===== src/rtl/alu_arbiter.sv =====
`default_nettype none
// ============================================================================
// Module      : alu_arbiter
// Description : Two-requester round-robin front end for one shared
//               combinational ALU. One operation is in flight at a time:
//               accept (IDLE) -> execute (EXEC) -> hold result (RESP).
//               The result is held until the granted requester takes it.
// Revision    : 1.0 - initial release
// ============================================================================
module alu_arbiter #(
    parameter int CTL_W = 7
) (
    input  logic             clk,
    input  logic             reset,

    // Requester 0
    input  logic             req0_valid,
    output logic             req0_ready,
    input  logic [CTL_W-1:0] req0_ctl,
    input  logic [31:0]      req0_a,
    input  logic [31:0]      req0_b,
    output logic             rsp0_valid,
    input  logic             rsp0_ready,

    // Requester 1
    input  logic             req1_valid,
    output logic             req1_ready,
    input  logic [CTL_W-1:0] req1_ctl,
    input  logic [31:0]      req1_a,
    input  logic [31:0]      req1_b,
    output logic             rsp1_valid,
    input  logic             rsp1_ready,

    // Shared response payload, qualified by rsp0_valid / rsp1_valid
    output logic [31:0]      rsp_data,
    output logic             rsp_branch,

    // Shared ALU
    output logic [CTL_W-1:0] alu_ctl,
    output logic [31:0]      alu_a,
    output logic [31:0]      alu_b,
    input  logic [31:0]      alu_out,
    input  logic             alu_branch,

    output logic             busy
);

    // ------------------------------------------------------------------------
    // Constants
    // ------------------------------------------------------------------------
    localparam logic [1:0] c_IDLE = 2'd0;
    localparam logic [1:0] c_EXEC = 2'd1;
    localparam logic [1:0] c_RESP = 2'd2;

    // Control word parked on the ALU out of reset: AND, branch unused.
    localparam logic [CTL_W-1:0] c_CTL_RST = CTL_W'(7'b0100000);

    // ------------------------------------------------------------------------
    // State and datapath registers
    // ------------------------------------------------------------------------
    logic [1:0]       r_state;
    logic [1:0]       w_state_nxt;
    logic             r_last_grant;   // requester served most recently
    logic             r_grant_id;     // requester owning the in-flight op
    logic [CTL_W-1:0] r_ctl;
    logic [31:0]      r_a;
    logic [31:0]      r_b;
    logic [31:0]      r_rsp_data;
    logic             r_rsp_branch;

    // ------------------------------------------------------------------------
    // Arbitration
    // ------------------------------------------------------------------------
    logic w_idle;
    logic w_win0;
    logic w_win1;
    logic w_accept0;
    logic w_accept1;
    logic w_accept;
    logic w_rsp_done;

    // Offers are only made in IDLE and never while reset is asserted, so a
    // request cannot slip in during the reset cycle.
    assign w_idle = (r_state == c_IDLE) && !reset;

    // On a tie the requester that was not served last wins. After reset
    // r_last_grant is 1, so requester 0 wins the first tie.
    assign w_win0 = req0_valid && (!req1_valid || r_last_grant);
    assign w_win1 = req1_valid && (!req0_valid || !r_last_grant);

    assign req0_ready = w_idle && w_win0;
    assign req1_ready = w_idle && w_win1;

    assign w_accept0 = req0_valid && req0_ready;
    assign w_accept1 = req1_valid && req1_ready;
    assign w_accept  = w_accept0 || w_accept1;

    // ------------------------------------------------------------------------
    // Response handshake
    // ------------------------------------------------------------------------
    // Only the granted requester sees valid; the other one's ready is
    // therefore never part of a completed handshake.
    assign rsp0_valid = !reset && (r_state == c_RESP) && !r_grant_id;
    assign rsp1_valid = !reset && (r_state == c_RESP) &&  r_grant_id;

    assign w_rsp_done = (rsp0_valid && rsp0_ready) || (rsp1_valid && rsp1_ready);

    assign rsp_data   = r_rsp_data;
    assign rsp_branch = r_rsp_branch;

    // ------------------------------------------------------------------------
    // ALU drive: always from the operand registers so requesters may change
    // their inputs freely once accepted. During reset the control word is
    // forced to its parked value before the register has been initialised.
    // ------------------------------------------------------------------------
    assign alu_ctl = reset ? c_CTL_RST : r_ctl;
    assign alu_a   = r_a;
    assign alu_b   = r_b;

    assign busy = (r_state != c_IDLE);

    // ------------------------------------------------------------------------
    // Next-state logic: IDLE -> EXEC on accept, EXEC -> RESP unconditionally,
    // RESP -> IDLE on the granted requester's ready.
    // ------------------------------------------------------------------------
    always_comb begin
        w_state_nxt = r_state;
        case (r_state)
            c_IDLE: begin
                if (w_accept) begin
                    w_state_nxt = c_EXEC;
                end
            end
            c_EXEC: begin
                w_state_nxt = c_RESP;
            end
            c_RESP: begin
                if (w_rsp_done) begin
                    w_state_nxt = c_IDLE;
                end
            end
            default: begin
                w_state_nxt = c_IDLE;
            end
        endcase
    end

    // State register; reset discards any in-flight operation.
    always_ff @(posedge clk) begin
        if (reset) begin
            r_state <= c_IDLE;
        end else begin
            r_state <= w_state_nxt;
        end
    end

    // Grant bookkeeping: grant_id on accept, last_grant on response handshake.
    always_ff @(posedge clk) begin
        if (reset) begin
            r_grant_id   <= 1'b0;
            r_last_grant <= 1'b1;
        end else begin
            if (w_accept) begin
                r_grant_id <= w_accept1;
            end
            if (w_rsp_done) begin
                r_last_grant <= r_grant_id;
            end
        end
    end

    // Operand registers: loaded from the winner on accept, held otherwise.
    always_ff @(posedge clk) begin
        if (reset) begin
            r_ctl <= c_CTL_RST;
            r_a   <= 32'd0;
            r_b   <= 32'd0;
        end else if (w_accept1) begin
            r_ctl <= req1_ctl;
            r_a   <= req1_a;
            r_b   <= req1_b;
        end else if (w_accept0) begin
            r_ctl <= req0_ctl;
            r_a   <= req0_a;
            r_b   <= req0_b;
        end
    end

    // Result capture in EXEC; held stable through RESP until the handshake.
    always_ff @(posedge clk) begin
        if (reset) begin
            r_rsp_data   <= 32'd0;
            r_rsp_branch <= 1'b0;
        end else if (r_state == c_EXEC) begin
            r_rsp_data   <= alu_out;
            r_rsp_branch <= alu_branch;
        end
    end

endmodule
`default_nettype wire


===== config.mk =====
export PLATFORM = sky130hd
export DESIGN_NAME = alu_arbiter
export DESIGN_NICKNAME = d
export VERILOG_FILES = /design/src/rtl/alu_arbiter.sv
export SDC_FILE = /design/constraint.sdc
export NUM_CORES = 1
export LEC_CHECK = 0
export ABC_AREA = 0
export CAP_MARGIN = 40
export CORE_ASPECT_RATIO = 0.8
export CORE_MARGIN = 4
export CORE_UTILIZATION = 35
export DETAILED_ROUTE_END_ITERATION = 6
export PLACE_DENSITY = 0.72
export SETUP_SLACK_MARGIN = 0.05
export SYNTH_ARGS = -nofsm -noshare
export SYNTH_HDL_FRONTEND = slang
export SYNTH_SLANG_ARGS = --single-unit

===== constraint.sdc =====
create_clock -name clk -period 4.85 [get_ports clk]
set_input_delay 1.455 -clock clk [delete_from_list [all_inputs] [get_ports clk]]
set_output_delay 1.455 -clock clk [all_outputs]
set_load 0.01 [all_outputs]

Word level (Yosys, flattened, before mapping):

Cells that the tools add are included.

* register bits after elaboration: 108
* word-level logic and storage cells: 47

* eq/ne operators: 4
* mux-type cells: 10
* reduce and logical (&&, ||, !) cells: 25

Operator list (count)
* $mux W32: 4
* $mux W7: 3
* $logic_and A1 B1 Y1: 12
* $pmux W2 S3: 1
* $logic_not A1 Y1: 5
* $logic_or A1 B1 Y1: 4
* $mux W2: 2
* $ne A2 B2 Y1 const B: 2
* $reduce_bool A2 Y1: 2
* $eq A2 B1 Y1 const B: 1
* $eq A2 B2 Y1 const B: 1
* $logic_not A2 Y1: 1
* $reduce_and A2 Y1: 1

Logic depth before layout (Yosys ltp):

* word-level depth: 8
* mapped depth: 6
* gate-level depth less buffers: 3

Least setup slack after synthesis:

OpenSTA, ideal clock, no wires.

* kind: input port to output port
* start: input port reset
* end: output port req0_ready
* data arrival time: 2.362 ns
* required time: 3.395 ns
* path slack: 1.033 ns
* stages: 4
* path buffers: 2
* cells stage by stage: or3_1 buf_4 buf_6 nor3_1

* word-level cells in the longest chain between the ends: 3

Ends and longest elaborated chain
* from (decl): line 14 `input logic reset,`
* $logic_not A1 Y1: line 84 `assign w_idle = (r_state == c_IDLE) && !reset;`
* $logic_and A1 B1 Y1: line 84
* $logic_and A1 B1 Y1: line 91 `assign req0_ready = w_idle && w_win0;`
* to (decl): line 18 `output logic req0_ready,`

Every way passes these cells.

Worst setup path in the final report:

* start: input port req0_valid
* end: output port req0_ready

* word-level cells in the longest chain between the ends: 2

Ends and longest elaborated chain
* from (decl): line 17 `input logic req0_valid,`
* $logic_and A1 B1 Y1: line 88 `assign w_win0 = req0_valid && (!req1_valid || r_last_grant);`
* $logic_and A1 B1 Y1: line 91

Every way passes these cells.

==> summary.txt <==
Outcome
  • Status: finished clean

Global route
  • First-pass GRT wire length: 29.6 mm
  • Pin count of the biggest net entering global routing: 143
  • Initial antenna violation count: 0
  • Global Route Usage Sum: 20.3%
  • Global route total overflow: 0
  • Number of global-route vias before repair: 5538

Yosys
  • Unique masters post-synth: 34
  • Post-synth top area share: 38.8%
  • Post-Syn Nets: 779
  • Mapped Area: 0.00558 sq mm
  • Number of flops mapped to enable cells by yosys: 0
  • Ys flop type: dfxtp_1
  • Synthesized flop and latch total: 108
  • Ys async rst share: 0%
  • Area contributors post-synth: dfxtp_1, a311oi_2, a21oi_1
  • YS warnings: 0
  • Syn avg cell area: 9.33 sq um
  • Synth area leader: dfxtp_1
  • Sequential share of the synthesized area: 38.8%
  • Post-Syn Instances: 598

Finish
  • Multi-input gate area: 0.00294 sq mm
  • Commonest non-fill, non-tap cell in the layout: clkdlybuf4s50_1
  • FF+latch area: 0.00216 sq mm
  • Nets@finish: around 1000
  • Layout filler cell count: 1330
  • Final Util: 56.9%
  • Area grow syn2layout: 56.2%
  • Layout cell share with drive strength beyond 1: 19.2%
  • Ant. Diodes: 0
  • Most frequent cells in the layout: clkdlybuf4s50_1, a21oi_1, dfxtp_1
  • Cell Count, Final, Fillers Out: around 1100

Timing
  • Setup ws final: around 0.44 ns
  • Unrepaired setup endpoints after global routing: no
  • Max-slew headroom: 46.8%
  • Final hold vios: 0
  • Period utilisation layout: just over 90%
  • Min Tclk post-route: 4.41 ns
  • Fmax: 227 MHz
  • Final hold slack: 0.455 ns
  • Post-route setup TNS: 0 ns
  • Setup Viol. Count Final: 0
  • Clk_skew: 0.00542 ns
  • Worst slew pin tran: 0.797 ns
  • Fin. max-slew vios: 0

Die
  • Total Die Area: 0.0180 sq mm
  • Die Y: roughly 120 um
  • Number of cell rows: 40
  • # IOs: 290
  • Horiz. Die Dim: 149 um
  • Core Box Area: 0.0153 sq mm
  • Initial core utilization: 36.4%

Critical path
  • Crit path kind: input pin to primary output
  • Crit. End Element: primary output
  • Worst EP arrival: a little under 3 ns
  • Worst Path Max Fanout: 4
  • CP required: 3.39 ns
  • Critical Path Source Type: input pin

Clock network
  • Post-CTS sizing: 0
  • H-tree depth: 3
  • CTS clk-pin slew, worst paths: 0.07 ns
  • Clock Sinks: ~110
  • CTS tree: done
  • CTS root buffer: clkbuf_16
  • Clk_lat worst skew: 0.35 ns
  • Number of CTS-inserted buffers: 9
  • Number of setup buffers added after CTS: 0
  • Hold Buf Count CTS: 0
  • Longest Clk Path Bufs: 2

Placement
  • Input/output buffers: 289
  • Inst Count DP: 1036
  • Pre-CTS setup slack: 0.440 ns
  • Hpwl dp: between 10 and 15 mm
  • Placer Congestion: 0.794

Power
  • Power Density: 291 mW/mm^2
  • Worst vdd ir: 0.167 mV
  • Pleak: 2.80 nW

Routing
  • DRC Markers: 0
  • Routed Antenna Nets: 0
  • DR pass1 iterations: 4
  • Starting DRT DRC Count: 273
  • Vias/cell: about 5.3
  • Vias: ~5600
  • WL per Instance: 18.4 um
  • Routed wire length: 19.3 mm

Hold path
  • Hold Crit Class: flip-flop to flip-flop

Job
  • Max cap viols: 0
[worst max-delay path, cell delays in order]
cell             delay, ns
clkdlybuf4s50_1       0.58
inv_1                 0.08
nor3_1                0.25
clkdlybuf4s50_1       0.59
[cells by family after synthesis]
logic type	count (synthesis)	synth area share (%)
compound gates	254	38.4
buf+inv	75	8.97
flops	108	38.8
mux	1	0.180
simple gates	160	13.6
[area by class of cell]
cell class	count	area share [%]
timing repair buffer	302	35.0
multi-input combinational	415	33.8
sequential	108	24.8
tap	210	3.02
clock buffer	9	2.59
clock inverter	7	0.776
inverter	1	0.0431
[synthesized netlist by cell type (2+ instances only)]
cell type    n
a311oi_2    62
a31oi_1      7
nand3_1     70
nor2_1       2
nor2b_1      9
nand2_1     66
buf_6       22
a311oi_1     2
buf_1        2
dfxtp_1    108
o21ai_1     11
a21oi_1    108
or2_2        2
buf_2       31
clkbuf_1    17
o21ai_2     60
nand2b_1     2
[final timing paths]
kind,start,endpoint,slack (ns),cells after the start
hold / removal,rsp_data[5]$_SDFFE_PP0N_,rsp_data[5]$_SDFFE_PP0N_,0.45,2
setup reg to reg,r_last_grant$_SDFFE_PP1P_,alu_a[4]$_SDFFE_PP0P_,2.89,5
hold reg to reg,rsp_data[5]$_SDFFE_PP0N_,rsp_data[5]$_SDFFE_PP0N_,0.45,2
setup / recovery,req0_valid,req0_ready,0.44,4
[flip-flops by register name, summed over array words and instances (netlist names)]
register	cells
r_ctl	7
rsp_branch	1
r_grant_id	1
r_last_grant	1
r_state	2
alu_b	32
rsp_data	32
alu_a	32
[metal layers]
metal / GRT usage [%] / part of all wire [%] / vias to the layer above
met5: 0 / 0 / -
met4: 5.49 / 1.7 / 0
met3: 7.80 / 10 / 23
met2: 33.4 / 47 / 239
met1: 25.0 / 41 / 2640
li1: - / - / 2695
[where the power goes]
| part | total [mW] | internal, mW | leakage, nW | switching (mW) |
|---|---|---|---|---|
| clock network | 0.726 | 0.363 | 0.142 | 0.363 |
| logic | 0.790 | 0.401 | 1.77 | 0.388 |
| registers | 1.02 | 0.970 | 0.889 | 0.0469 |
| total | 2.53 | 1.73 | 2.80 | 0.798 |
[stage by stage]
stage,cell area [sq um],power (mW)
2_1_floorplan,5580,1.46
3_3_place_gp,8360,1.80
3_5_place_dp,8420,1.83
4_1_cts,8710,2.57
5_1_grt,8710,2.66
6_report,8710,2.53
No activity file was read; power rests on OpenSTA's default activity.
